<file path="src/rtl/register_file_sb_if.sv">
// Bus interface of register_file_sb: write port, two read ports, scoreboard
// reserve port and error flags. The master modport drives requests; the slave modport is the register file.
interface register_file_sb_if #(
    parameter int DATA_WIDTH = 64,
    parameter int ADDR_WIDTH = 5
) ();
    logic                  wen;
    logic [ADDR_WIDTH-1:0] wr_addr;
    logic [DATA_WIDTH-1:0] data_in;
    logic [2:0]            PPP_sel;
    logic [ADDR_WIDTH-1:0] rd_addr_0;
    logic [ADDR_WIDTH-1:0] rd_addr_1;
    logic                  rd_en_0;
    logic                  rd_en_1;
    logic [DATA_WIDTH-1:0] data_out_0;
    logic [DATA_WIDTH-1:0] data_out_1;
    logic                  resv_en;
    logic [ADDR_WIDTH-1:0] resv_addr;
    logic                  hazard_0;
    logic                  hazard_1;
    logic                  resv_err;
    logic                  err_clr;
    logic                  err_ppp;

    modport master (
        output wen, wr_addr, data_in, PPP_sel, rd_addr_0, rd_addr_1,
               rd_en_0, rd_en_1, resv_en, resv_addr, err_clr,
        input  data_out_0, data_out_1, hazard_0, hazard_1, resv_err, err_ppp
    );

    modport slave (
        input  wen, wr_addr, data_in, PPP_sel, rd_addr_0, rd_addr_1,
               rd_en_0, rd_en_1, resv_en, resv_addr, err_clr,
        output data_out_0, data_out_1, hazard_0, hazard_1, resv_err, err_ppp
    );
endinterface

</file>
<file path="src/rtl/register_file_sb.sv">
// Lane-masked register file with two read ports, a pending-write scoreboard and a sticky PPP error.
// Optional macro RF_FWD_EN enables same-cycle write-to-read forwarding and hazard suppression.
module register_file_sb #(
    parameter int DATA_WIDTH = 64,
    parameter int LANE_WIDTH = 8,
    parameter int ADDR_WIDTH = 5,
    parameter int DEPTH      = 32
) (
    input  logic                clk,
    input  logic                reset,
    register_file_sb_if.slave   bus
);
    localparam int NL = DATA_WIDTH / LANE_WIDTH;
    localparam logic [ADDR_WIDTH:0] DEPTH_L = (ADDR_WIDTH + 1)'(DEPTH);

    // Lane 0 is the most significant lane of the word.
    function automatic logic [DATA_WIDTH-1:0] lane_mask(input logic [2:0] sel);
        logic [NL-1:0]         lanes;
        logic [DATA_WIDTH-1:0] m;
        lanes = '0;
        m     = '0;
        for (int k = 0; k < NL; k++) begin
            case (sel)
                3'b000:  lanes[k] = 1'b1;
                3'b001:  lanes[k] = (k < NL / 2);
                3'b010:  lanes[k] = (k >= NL / 2);
                3'b011:  lanes[k] = (k % 2 == 0);
                3'b100:  lanes[k] = (k % 2 == 1);
                default: lanes[k] = 1'b0;
            endcase
        end
        for (int k = 0; k < NL; k++) begin
            m[DATA_WIDTH-1-k*LANE_WIDTH -: LANE_WIDTH] = {LANE_WIDTH{lanes[k]}};
        end
        return m;
    endfunction

    function automatic logic addr_ok(input logic [ADDR_WIDTH-1:0] a);
        return ({1'b0, a} < DEPTH_L) && (a != '0);
    endfunction

    logic [DATA_WIDTH-1:0] mem_q [DEPTH];
    logic [DEPTH-1:0]      pend_q, pend_d;
    logic                  err_ppp_q, err_ppp_d;
    logic                  resv_err_q, resv_err_d;

    logic [DATA_WIDTH-1:0] wr_mask, wr_word_d;
    logic                  ppp_legal, wr_ok, full_wr, resv_ok;
    logic [DATA_WIDTH-1:0] arr_0, arr_1, rd_0, rd_1;
    logic                  fwd_0, fwd_1, hz_0, hz_1;

    always_comb begin
        wr_mask   = lane_mask(bus.PPP_sel);
        ppp_legal = (bus.PPP_sel <= 3'b100);
        wr_ok     = bus.wen && ppp_legal && addr_ok(bus.wr_addr);
        full_wr   = wr_ok && (bus.PPP_sel == 3'b000);
        resv_ok   = bus.resv_en && addr_ok(bus.resv_addr);
        wr_word_d = (mem_q[bus.wr_addr] & ~wr_mask) | (bus.data_in & wr_mask);
    end

    // Reserve is applied after the writeback clear so it wins on a shared address.
    always_comb begin
        pend_d = pend_q;
        if (wr_ok)   pend_d[bus.wr_addr]   = 1'b0;
        if (resv_ok) pend_d[bus.resv_addr] = 1'b1;
        resv_err_d = resv_ok && pend_q[bus.resv_addr] &&
                     !(wr_ok && (bus.wr_addr == bus.resv_addr));
        err_ppp_d  = (bus.wen && !ppp_legal) ? 1'b1 :
                     (bus.err_clr ? 1'b0 : err_ppp_q);
    end

    always_comb begin
        arr_0 = addr_ok(bus.rd_addr_0) ? mem_q[bus.rd_addr_0] : '0;
        arr_1 = addr_ok(bus.rd_addr_1) ? mem_q[bus.rd_addr_1] : '0;
`ifdef RF_FWD_EN
        fwd_0 = wr_ok && (bus.wr_addr == bus.rd_addr_0);
        fwd_1 = wr_ok && (bus.wr_addr == bus.rd_addr_1);
`else
        fwd_0 = 1'b0;
        fwd_1 = 1'b0;
`endif
        rd_0 = fwd_0 ? ((arr_0 & ~wr_mask) | (bus.data_in & wr_mask)) : arr_0;
        rd_1 = fwd_1 ? ((arr_1 & ~wr_mask) | (bus.data_in & wr_mask)) : arr_1;
        hz_0 = bus.rd_en_0 && addr_ok(bus.rd_addr_0) && pend_q[bus.rd_addr_0] &&
               !(fwd_0 && full_wr);
        hz_1 = bus.rd_en_1 && addr_ok(bus.rd_addr_1) && pend_q[bus.rd_addr_1] &&
               !(fwd_1 && full_wr);
    end

    // Forwarded data is masked off while reset is held.
    assign bus.data_out_0 = reset ? rd_0 : '0;
    assign bus.data_out_1 = reset ? rd_1 : '0;
    assign bus.hazard_0   = reset & hz_0;
    assign bus.hazard_1   = reset & hz_1;
    assign bus.resv_err   = resv_err_q;
    assign bus.err_ppp    = err_ppp_q;

    always_ff @(posedge clk or negedge reset) begin
        if (!reset) begin
            for (int i = 0; i < DEPTH; i++) mem_q[i] <= '0;
            pend_q     <= '0;
            err_ppp_q  <= 1'b0;
            resv_err_q <= 1'b0;
        end else begin
            if (wr_ok) mem_q[bus.wr_addr] <= wr_word_d;
            pend_q     <= pend_d;
            err_ppp_q  <= err_ppp_d;
            resv_err_q <= resv_err_d;
        end
    end
endmodule

</file>
<file path="src/flat_wrapper.sv">
// flat-port wrapper written by rule: the top's interface ports become plain ports
module register_file_sb_flat 
#(
    parameter int DATA_WIDTH = 64,
    parameter int LANE_WIDTH = 8,
    parameter int ADDR_WIDTH = 5,
    parameter int DEPTH      = 32
)
  (clk, reset, bus_wen, bus_wr_addr, bus_data_in, bus_PPP_sel, bus_rd_addr_0, bus_rd_addr_1, bus_rd_en_0, bus_rd_en_1, bus_resv_en, bus_resv_addr, bus_err_clr, bus_data_out_0, bus_data_out_1, bus_hazard_0, bus_hazard_1, bus_resv_err, bus_err_ppp);
  register_file_sb_if #(.DATA_WIDTH(DATA_WIDTH), .ADDR_WIDTH(ADDR_WIDTH)) bus_i ();
  input  logic clk;
  input  logic reset;
  input wire logic [$bits(bus_i.wen)-1:0] bus_wen;
  input wire logic [$bits(bus_i.wr_addr)-1:0] bus_wr_addr;
  input wire logic [$bits(bus_i.data_in)-1:0] bus_data_in;
  input wire logic [$bits(bus_i.PPP_sel)-1:0] bus_PPP_sel;
  input wire logic [$bits(bus_i.rd_addr_0)-1:0] bus_rd_addr_0;
  input wire logic [$bits(bus_i.rd_addr_1)-1:0] bus_rd_addr_1;
  input wire logic [$bits(bus_i.rd_en_0)-1:0] bus_rd_en_0;
  input wire logic [$bits(bus_i.rd_en_1)-1:0] bus_rd_en_1;
  input wire logic [$bits(bus_i.resv_en)-1:0] bus_resv_en;
  input wire logic [$bits(bus_i.resv_addr)-1:0] bus_resv_addr;
  input wire logic [$bits(bus_i.err_clr)-1:0] bus_err_clr;
  output wire logic [$bits(bus_i.data_out_0)-1:0] bus_data_out_0;
  output wire logic [$bits(bus_i.data_out_1)-1:0] bus_data_out_1;
  output wire logic [$bits(bus_i.hazard_0)-1:0] bus_hazard_0;
  output wire logic [$bits(bus_i.hazard_1)-1:0] bus_hazard_1;
  output wire logic [$bits(bus_i.resv_err)-1:0] bus_resv_err;
  output wire logic [$bits(bus_i.err_ppp)-1:0] bus_err_ppp;
  assign bus_i.wen = bus_wen;
  assign bus_i.wr_addr = bus_wr_addr;
  assign bus_i.data_in = bus_data_in;
  assign bus_i.PPP_sel = bus_PPP_sel;
  assign bus_i.rd_addr_0 = bus_rd_addr_0;
  assign bus_i.rd_addr_1 = bus_rd_addr_1;
  assign bus_i.rd_en_0 = bus_rd_en_0;
  assign bus_i.rd_en_1 = bus_rd_en_1;
  assign bus_i.resv_en = bus_resv_en;
  assign bus_i.resv_addr = bus_resv_addr;
  assign bus_i.err_clr = bus_err_clr;
  assign bus_data_out_0 = bus_i.data_out_0;
  assign bus_data_out_1 = bus_i.data_out_1;
  assign bus_hazard_0 = bus_i.hazard_0;
  assign bus_hazard_1 = bus_i.hazard_1;
  assign bus_resv_err = bus_i.resv_err;
  assign bus_err_ppp = bus_i.err_ppp;
  register_file_sb #(.DATA_WIDTH(DATA_WIDTH), .LANE_WIDTH(LANE_WIDTH), .ADDR_WIDTH(ADDR_WIDTH), .DEPTH(DEPTH)) u_core (.clk(clk), .reset(reset), .bus(bus_i));
endmodule
</file>
<file path="config.mk">
export PLATFORM = sky130hd
export DESIGN_NAME = register_file_sb_flat
export DESIGN_NICKNAME = d
export VERILOG_FILES = /design/src/rtl/register_file_sb_if.sv /design/src/rtl/register_file_sb.sv /design/src/flat_wrapper.sv
export SDC_FILE = /design/constraint.sdc
export NUM_CORES = 2
export LEC_CHECK = 0
export CORE_ASPECT_RATIO = 1.1
export CORE_UTILIZATION = 50
export DETAILED_ROUTE_END_ITERATION = 8
export DONT_BUFFER_PORTS = 1
export SLEW_MARGIN = 20
export SYNTH_ARGS = -nofsm -noshare
export SYNTH_HDL_FRONTEND = slang
export SYNTH_SLANG_ARGS = --single-unit
</file>
<file path="constraint.sdc">
create_clock -name clk -period 2.9 [get_ports clk]
set_clock_uncertainty 0.1 [all_clocks]
set_input_delay 0.145 -clock clk [delete_from_list [all_inputs] [get_ports clk]]
set_output_delay 0.145 -clock clk [all_outputs]
set_load 0.01 [all_outputs]
</file>
==> out/metrics.cfg <==
[run_status]
outcome=complete, but fails checks
violations=hold timing, slew limit, setup timing

[critical_path]
start_kind=input pin
required_ns=2.65
crit_chain=mux4_2, mux2i_1, o22ai_1, or2_2
cp_slowest_cell=mux4_2
cp-end-kind=output pin
worst-path-max-fanout=521
cp_slowest_stage_delay_ns=1.57
cp.arrival_ns=3.95
reg2reg_slack_ns=0.21
crit_type=input pin to output pin
r2r_cells=7

[timing]
fin_crit_sh=1.45
worst_pin_slew_ns=3.09
final-setup-viol-count=115
hold_viol_final=15
slew_viol_final=569
fin_hold_ws_ns=-0.0954
min_period_ns=4.19
rsz0062_at_grt=true
setup_slack_ns=-1.29
fmax_mhz=239
slew_headroom=-1.06

[placement]
place.gp.congestion=0.852
dp_hpwl_mm=259
port_buffers=0

[clock_network]
cts_buffers=235
path_clk_slew_ns=0.06
cts_max_path_buffers=4
htreeDepth=4
root_buffer=clkbuf_16
clock_latency_ns=0.94
cts.sinks=2082
cts_tree=done

[pwr]
ir_drop_uv=536
p_switching_uw=24600
powerDensity_nw_per_um2=604
pwr-share-seq=0.432
leakagePower_uw=0.0625
p_int_uw=61500
comb_power_share=0.203
clockPowerShare=0.365
sw_frac_of_total=0.286

[route]
finalWirelength_mm=502
vias_per_cell=7.38
firstDrtPassIters=8
ant_nets=0
drt_iter0_markers=12300
wl_met2_mm=227
top_layer_used=met5
wire_per_inst_um=40.1
remaining_drc_errors=0
wl_met1_mm=188
via_count=92400
met3_length_mm=53.8

[synth]
ys.warnings.count=0
synth_edf_count=0
synth_cells=9273
synth_nets=9367
synthesis.area_um2=127000
ys_seq_elements=2082
synthFlopType=dfrtp_1
synth_seq_area_share=0.409
synth_cell_types=62
async_flop_share=1.00
syn_area_per_cell_um2=13.7

[layout]
final_common_cell=dfrtp_1
multi_input_area_um2=71100
nFillCells=20500
area_growth_pct=11.9
fin_nets=9092
layout_common_cells=2,082 x dfrtp_1, 1,689 x mux2_2, 1,211 x mux4_2, 1,202 x mux2i_1, 543 x o22ai_1
post-route-util=0.565
final_layout_size_suffix_gt1_frac=0.437
final-seq-area_um2=52100

[floorplan]
pin_count=226
die_h_um=531
die_x_um=483
fp.dieArea_um2=257000
initial_core_util=0.505
core_um2=252000
std_cell_rows=193

[grt]
grt_start_max_net_pins=861
first_global_vias=92300
grt_overflow=0
grt_pass1_wl_mm=695
grtUsageTotal=0.379
antenna_found_initial=35

[worst_hold_path]
holdPathStages=6
holdCritPathClass=input pin to flip-flop

[job]
cap_violations=0

[critical path: cells and delay by family]
kind	cells	cell delay [ns]
muxes	2	1.77
and+or+nand+nor	1	0.47
AOI/OAI and AO/OA	1	0.14
[through the flow]
| step | area (µm²) | setup WS (ns) | power [µW] | TNS (ns) | cells |
|---|---|---|---|---|---|
| 2_1_floorplan | 127000 | 0.338 | 49400 | 0 | 9273 |
| 3_3_place_gp | 132000 | 0.108 | 52700 | 0 | 11900 |
| 3_5_place_dp | 132000 | -0.0117 | 53500 | -0.0656 | 11900 |
| 4_1_cts | 141000 | -0.141 | 85000 | -0.274 | 12500 |
| 5_1_grt | 142000 | -0.151 | 88800 | -0.271 | 12500 |
| 6_report | 142000 | -1.29 | 86000 | -48.12 | 12500 |
[cell type report]
cell class | count | area share
Tap cell | 3315 | 0.0291
Multi-Input combinational cell | 6111 | 0.499
Clock inverter | 93 | 0.00785
Timing Repair Buffer | 562 | 0.0494
Antenna cell | 17 | 0.000299
Clock buffer | 333 | 0.0480
Inverter | 6 | 0.000158
Sequential cell | 2082 | 0.366
[Yosys cell counts (7+ instances only)]
master	number	share of area
nor4_1	57	0.0028
nand2_1	317	0.0093
a31oi_1	50	0.0025
a32oi_1	13	0.00089
nor2b_1	12	0.00059
nor2_1	222	0.0065
dfrtp_1	2082	0.41
a32o_1	8	0.00063
a21oi_1	29	0.0011
nand3_1	21	0.00083
or2_2	132	0.0065
nor4_2	9	0.00088
nand2b_1	27	0.0013
a22oi_1	53	0.0031
o22ai_1	543	0.027
buf_6	34	0.0030
buf_1	168	0.0050
buf_4	37	0.0022
nand4_1	7	0.00034
mux4_2	1211	0.21
a41oi_2	8	0.0010
o31ai_1	152	0.0090
a211oi_1	39	0.0023
o21ai_0	132	0.0052
and2_1	21	0.0010
mux2_2	1689	0.15
mux2i_1	1203	0.095
buf_2	230	0.0090
clkbuf_1	598	0.018
nor3_1	10	0.00039
a22o_1	68	0.0047
[timing repair]
item / CTS / global route
hold buffers: 115 / 1
cloned: 0 / 23
setup buffers: 0 / 4
pin swaps: 1 / 1
setup endpoints to repair: 5 / 1194
resized for setup: 6 / 10
hold endpoints to repair: 3243 / 6
[flip-flops by register name, indices dropped and copies added (netlist names)]
register             flops
u_core.pend_q           32
u_core.bus.resv_err      1
u_core.mem_q          2048
u_core.bus.err_ppp       1
[path summary, 6_finish.rpt]
path	end	startpoint
hold reg to reg	u_core.pend_q[0]$_DFF_PN0_	u_core.pend_q[0]$_DFF_PN0_
setup / recovery	bus_data_out_1[22]	bus_rd_addr_1[0]
max in group asynchronous	u_core.mem_q[234]$_DFFE_PN0P_	reset
min in group asynchronous	u_core.mem_q[1037]$_DFFE_PN0P_	reset
hold / removal	u_core.mem_q[864]$_DFFE_PN0P_	bus_wr_addr[0]
setup reg to reg	u_core.mem_q[427]$_DFFE_PN0P_	u_core.mem_q[299]$_DFFE_PN0P_
[power by group through the flow]
stage | sequential [µW] | combinational (µW) | clock, µW
after global placement | 37000 | 15600 | 0
final | 37200 | 17500 | 31400
after CTS | 37000 | 16400 | 31600
after detailed placement | 37500 | 16000 | 0
after floorplan | 36200 | 13200 | 0
after global routing | 37700 | 18400 | 32800
[metal layers]
metal / vias up / track usage
met5: - / 0
met1: 49300 / 0.492
met4: 18 / 0.217
met2: 5772 / 0.584
met3: 1449 / 0.0906
li1: 35800 / -
[cell families (layout without fill, tap and decap cells)]
| kind of cell | after synthesis | count (layout) | share of synthesized area |
|---|---|---|---|
| XOR/XNOR | 4 | 4 | 0.000275 |
| flip-flops | 2082 | 2082 | 0.409 |
| other | 0 | 17 | 0 |
| buffers and inverters | 1080 | 994 | 0.0379 |
| multiplexers | 4114 | 4114 | 0.460 |
| AO/OA/AOI/OAI | 1110 | 1110 | 0.0581 |
| AND/OR/NAND/NOR | 883 | 883 | 0.0341 |
No activity file was read; power rests on OpenSTA's default activity.
